**config.mk**
```make
export PLATFORM = sky130hd
export DESIGN_NAME = if_fetch
export DESIGN_NICKNAME = d
export VERILOG_FILES = /design/src/rtl/if_fetch_pkg.sv /design/src/rtl/if_fetch.sv
export SDC_FILE = /design/constraint.sdc
export NUM_CORES = 1
export LEC_CHECK = 0
export ABC_AREA = 0
export CAP_MARGIN = 20
export CORE_UTILIZATION = 30
export CTS_CLUSTER_DIAMETER = 40
export DETAILED_ROUTE_END_ITERATION = 16
export PLACE_DENSITY = 0.56
export SLEW_MARGIN = 40
export SYNTH_ARGS = -nofsm -noshare
export SYNTH_HDL_FRONTEND = slang
export SYNTH_SLANG_ARGS = --single-unit
```
**constraint.sdc**
```tcl
create_clock -name clk -period 4.42 [get_ports clk]
set_input_delay 0.884 -clock clk [delete_from_list [all_inputs] [get_ports clk]]
set_output_delay 0.884 -clock clk [all_outputs]
set_load 0.005 [all_outputs]
```
**src/rtl/if_fetch_pkg.sv**
```systemverilog
// ============================================================================
//  Module      : if_fetch_pkg
//  Description : Shared fetch-stage constants and FSM state encodings.
//  Revision    : 1.0 - initial release
// ============================================================================
`default_nettype none

package if_fetch_pkg;

  localparam int unsigned C_INST_W = 32;
  localparam logic [C_INST_W-1:0] C_NOP = 32'h0000_0013;

  typedef enum logic [0:0] {
    ST_FETCH = 1'b0,
    ST_HOLD  = 1'b1
  } fetch_state_t;

endpackage

`default_nettype wire

```
**src/rtl/if_fetch.sv**
```systemverilog
// ============================================================================
//  Module      : if_fetch
//  Description : Byte-serial instruction fetch; assembles four little-endian
//                bytes into one word and holds it until decode accepts it.
//  Revision    : 1.0 - initial release
// ============================================================================
`default_nettype none

module if_fetch
  import if_fetch_pkg::*;
(
  input  logic                clk,
  input  logic                rst,
  input  logic                stall_in,
  input  logic                jump_en_in,
  input  logic [31:0]         jump_addr_in,
  output logic                mem_req_out,
  output logic [31:0]         mem_addr_out,
  input  logic                mem_ack_in,
  input  logic [7:0]          mem_data_in,
  output logic [C_INST_W-1:0] inst_out,
  output logic [31:0]         pc_out,
  output logic                inst_valid_out
);

  fetch_state_t r_state;
  logic [31:0]  r_pc;
  logic [1:0]   r_cnt;
  logic [23:0]  r_buf;

  // r_cnt is always zero in HOLD, so one adder serves both states.
  assign mem_req_out  = (r_state == ST_FETCH);
  assign mem_addr_out = r_pc + {30'd0, r_cnt};

  always_ff @(posedge clk or posedge rst) begin
    if (rst) begin
      r_state        <= ST_FETCH;
      r_pc           <= 32'd0;
      r_cnt          <= 2'd0;
      r_buf          <= 24'd0;
      inst_out       <= C_NOP;
      pc_out         <= 32'd0;
      inst_valid_out <= 1'b0;
    end else if (jump_en_in) begin
      // Redirect wins over any ack, completion or stall on the same edge.
      r_state        <= ST_FETCH;
      r_pc           <= jump_addr_in & 32'hFFFF_FFFC;
      r_cnt          <= 2'd0;
      r_buf          <= 24'd0;
      inst_out       <= C_NOP;
      inst_valid_out <= 1'b0;
    end else begin
      case (r_state)
        ST_FETCH: begin
          if (mem_ack_in) begin
            if (r_cnt == 2'd3) begin
              inst_out       <= {mem_data_in, r_buf};
              pc_out         <= r_pc;
              inst_valid_out <= 1'b1;
              r_pc           <= r_pc + 32'd4;
              r_cnt          <= 2'd0;
              r_buf          <= 24'd0;
              r_state        <= ST_HOLD;
            end else begin
              case (r_cnt)
                2'd0:    r_buf[7:0]   <= mem_data_in;
                2'd1:    r_buf[15:8]  <= mem_data_in;
                default: r_buf[23:16] <= mem_data_in;
              endcase
              r_cnt <= r_cnt + 2'd1;
            end
          end
        end
        ST_HOLD: begin
          if (!stall_in) begin
            inst_out       <= C_NOP;
            inst_valid_out <= 1'b0;
            r_state        <= ST_FETCH;
          end
        end
        default: r_state <= ST_FETCH;
      endcase
    end
  end

endmodule

`default_nettype wire

```
# Yosys cells after proc, flatten, opt, wreduce, memory -nomap -nowiden
# Index checks and enable logic that the tools add are counted.
word_totals:
  wordCells: 64
  input_bits: 45
  output_inout_bits: 98
  ff_bits: 124
classes:
  eq_ne: 7
  addsub: 3
  n_reduce_logical: 13
  bitwise_logic: 2
  mux: 30
ops:
  columns: ["cell", "count"]
  rows:
  - ["$mux 32", 8]
  - ["$mux 24", 4]
  - ["$pmux 32 s2", 1]
  - ["$add 32x2->32", 1]
  - ["$add 32x3->32 const B", 1]
  - ["$mux 8", 3]
  - ["$reduce_and 3->1", 5]
  - ["$mux 1", 8]
  - ["$mux 2", 4]
  - ["$ne 3x2->1 const B", 2]
  - ["$reduce_bool 3->1", 2]
  - ["$pmux 1 s2", 2]
  - ["$reduce_and 4->1", 1]
  - ["$reduce_bool 2->1", 2]
  - ["$ne 3x1->1 const B", 1]
  - ["$ne 3x3->1 const B", 1]
  - ["$add 2x1->2 const B", 1]
  - ["$eq 2x1->1 const B", 1]
  - ["$eq 2x2->1 const B", 1]
  - ["$logic_not 2->1", 1]
  - ["$ne 2x2->1 const B", 1]
  - ["$not 1->1", 2]
  - ["$reduce_and 2->1", 1]
  - ["$reduce_or 2->1", 1]

# Logic depth before layout (Yosys ltp)
depth:
  depth_word: 7
  ltp_mapped: 7
  depth_no_buf: 5

# Worst setup path before layout
# Ideal clock, no wire load.
synth_timing:
  kind: "input -> register"
  startpoint: "input port mem_ack_in"
  endpoint: "register r_pc[20]"
  stages: 5
  setup_slack_ns: 2.003
  t_arrival_ns: 2.336
  setup_ns: 0.082
  path_buffers: 1
  t_required_ns: 4.338
  cell_sequence: "nand4b_4 -> or4_1 -> clkbuf_1 -> or4_1 -> a31oi_1"
synth_between:
  elab_chain_cells: 2
synth_lines:
  columns: ["item", "line_no", "rtl"]
  rows:
  - ["from (decl)", "if_fetch.sv:19", "input logic mem_ack_in,"]
  - ["$reduce_bool 2->1 (no line)", null, null]
  - ["$reduce_and 3->1 (no line)", null, null]
  - ["to (signal assigned)", "if_fetch.sv:47", "r_pc <= jump_addr_in & 32'hFFFF_FFFC;"]
  - ["to (signal assigned)", "if_fetch.sv:60", "r_pc <= r_pc + 32'd4;"]
  - ["to (decl)", "if_fetch.sv:27", "logic [31:0] r_pc;"]
# No other way between the ends.
# A chain may end at the register's enable or synchronous reset.

# Worst setup path after layout
layout_timing:
  startpoint: "input port mem_ack_in"
  endpoint: "register r_pc[25]"
# The elaborated chain is that of the path after synthesis.

==> impl_metrics.ini <==
[sta]
worst_slack_ns = 1.400
fin_crit_sh_pct = 68.32
tns_ns = 0
slew_headroom_pct = 51.85
finClkSkew_ns = 0.009275
period_needed_ns = 3.020
maxSlewViolCount = 0
hold_violations = 0
worstMarginPinSlew_ns = 0.7157
max_clock_freq_mhz = 331.1
rsz0062_at_grt = no
setup_viol = 0
whs_ns = 0.4804

[grt]
grt-ovfl-total = 0
grt_pass1_wl_mm = 22.42
grt_pass1_vias = 4133
track_usage_pct = 15.89
antenna_found_initial = 0
grt_max_degree = 72

[layout]
drive_above_1_share_pct = 18.32
fillers = 1623
nNetsFinal = 631
diodes = 0
final_area_sq_um = 7526
multi_input_area_sq_um = 2152
seqCellArea_sq_um = 3007
syn_to_final_growth_pct = 38.28

[detailed_routing]
drtAntennaViolNets = 0
drt_first_iter_violations = 224
drcViolationCount = 0
wl_per_cell_um = 17.01
viasPerCell = 4.963
dr.pass1.iters = 4
routed_wl_mm = 13.95
vias = 4070

[die]
rows = 48
ios = 143
fp.dieW_um = 136.7
dieArea_sq_um = 18690
dieHeight_um = 136.7
coreArea_sq_um = 17480
initial_core_util_pct = 31.14

[clock_tree]
cts_hold_buf = 0
clockBufferDepth = 2
path_clk_slew_ns = 0.06
clock_latency_ns = 0.42
clock_sinks = 120
root_buffer = clkbuf_16
cts_setup_buffers = 0
htreeDepth = 4
cts_tree = done
cts_made_buffers = 17
cts.repair.resized = 0

[setup_path]
critPathMaxStageDelay_ns = 0.74
path_buf_inv = 1
slowest_stage = or4_4
startpoint_type = primary input
arrival_ns = 3.36
cp-end-kind = flip-flop
crit_path_max_fanout = 12
worstPathRequired_ns = 4.76
critPathTopFamily = simple AND/OR/NAND/NOR gates
crit_chain = clkdlybuf4s50_1, nand3b_1, or4_4, or4_1, a31oi_1
crit_type = in -> reg

[yosys]
synth_top_area_share_pct = 53.79
yosys.area.top_type = dfrtp_1
synthCells = 478
synthArstFlopShare_pct = 100.0
synth_area_leaders = dfrtp_1, mux2_2, a22o_1
synth_ff_type = dfrtp_1
yosysWarningCount = 0
syn-cell-area_sq_um = 5443
synth_edf_count = 0
synth.distinct_cells = 54
synth-seq-area-share_pct = 55.24
syn_avg_cell_area_sq_um = 11.39
ys_ff_latch = 120

[job]
cap_violations = 0

[placement]
dpl_worst_slack_ns = 1.001
port_buffers = 138
routabilityCongestion = 0.7436
post_dp_cell_area_sq_um = 6922
dpl.hpwl_mm = 9.621

[power_and_ir_drop]
ir_drop_mv = 0.2689
power.leakage_nw = 3.202
total_power_w = 0.003094
power.density_nw_per_um2 = 411.1

[outcome]
outcome = completed

[hold_path]
hold_class = reg -> reg
## synthesized netlist by cell type, drive strengths merged, types with 4 or more instances
cell,instances
and3,5
nand2,31
a21oi,7
buf,7
nor2,22
xnor2,9
or4,12
nand3,9
nand4,8
clkbuf,52
ha,4
a31oi,9
dfrtp,117
nor4,8
or3,5
o31ai,6
a22o,29
o21ai,15
nor3,5
mux2,54
o211ai,4
or2,4
and2,10
inv,11
## placed cells by master (no fill, tap or decap), types with 8 or more instances in the layout
cell type | netlist | routed
nand2_1 | 31 | 31
and2_1 | 9 | 9
a31oi_1 | 9 | 9
mux2_2 | 54 | 54
nor4_1 | 8 | 8
o21ai_0 | 15 | 15
or4_1 | 11 | 11
nor2_1 | 22 | 22
nand4_1 | 8 | 8
inv_1 | 11 | 10
xnor2_1 | 9 | 9
dfrtp_1 | 117 | 117
a22o_1 | 29 | 29
nand3_1 | 8 | 8
clkdlybuf4s50_1 | 0 | 137
clkbuf_16 | 0 | 17
## cell families (layout without fill, tap and decap cells)
| family | Yosys count | in the layout | synth area share (%) |
|---|---|---|---|
| adder cells (fa/ha/maj) | 4 | 4 | 0.9196 |
| AO/OA/AOI/OAI | 85 | 85 | 11.49 |
| multiplexers | 55 | 55 | 11.36 |
| other | 1 | 2 | 0.06890 |
| flip-flops | 120 | 120 | 55.24 |
| XOR/XNOR | 12 | 12 | 1.931 |
| buffers and inverters | 72 | 188 | 5.770 |
| AND/OR/NAND/NOR | 129 | 129 | 13.22 |
## worst paths after layout
| path | cells after the start | startpoint | slack (ns) | end |
|---|---|---|---|---|
| setup / recovery | 5 | mem_ack_in | 1.40 | r_pc[25] |
| hold / removal | 1 | inst_valid_out | 0.48 | inst_valid_out |
| setup reg to reg | 5 | r_cnt[0] | 1.63 | r_pc[25] |
| hold reg to reg | 1 | inst_valid_out | 0.48 | inst_valid_out |
| max in group asynchronous | 3 | rst | 2.64 | inst_out[1] |
| min in group asynchronous | 2 | rst | 0.91 | inst_out[10] |
## stage by stage
| step | instances | utilization (%) |
|---|---|---|
| after floorplan | 479 | - |
| after global placement | 788 | 39.54 |
| after detailed placement | 788 | 39.60 |
| after CTS | 820 | 43.06 |
| after global routing | 820 | 43.06 |
| final | 820 | 43.06 |
## layout make-up
class	count	share of cell area [%]
clock buffer	18	5.702
clock inverter	14	2.328
inverter	12	0.6318
multi-input combinational	287	28.60
sequential	120	39.95
tap	225	3.741
timing repair buffer	144	19.05
## report_power, final
group | internal [W] | total, W | switching (W)
Clock | 0.000890 | 0.00142 | 0.000525
Combinational | 0.000247 | 0.000400 | 0.000153
Sequential | 0.00119 | 0.00128 | 0.0000849
## state kept, by name, summed over array words and instances (netlist names)
name / cells
r_state: 1
r_cnt: 2
pc_out: 30
inst_out: 32
r_pc: 30
inst_valid_out: 1
r_buf: 24
## per-layer routing
layer	GRT usage, %	share of wire, %	up-vias
met1	20.63	46	2009
met4	5.617	1.2	0
met2	24.90	46	127
li1	-	-	1918
met3	4.889	6.4	16
met5	0	0	-
## worst reg2reg max path: stages (launching register included)
cell and delay (ns):
dfrtp_1 0.41, ha_1 0.38, nand3b_1 0.49, or4_4 0.74, or4_1 0.53, a31oi_1 0.16
(Power assumes the default switching activity.)
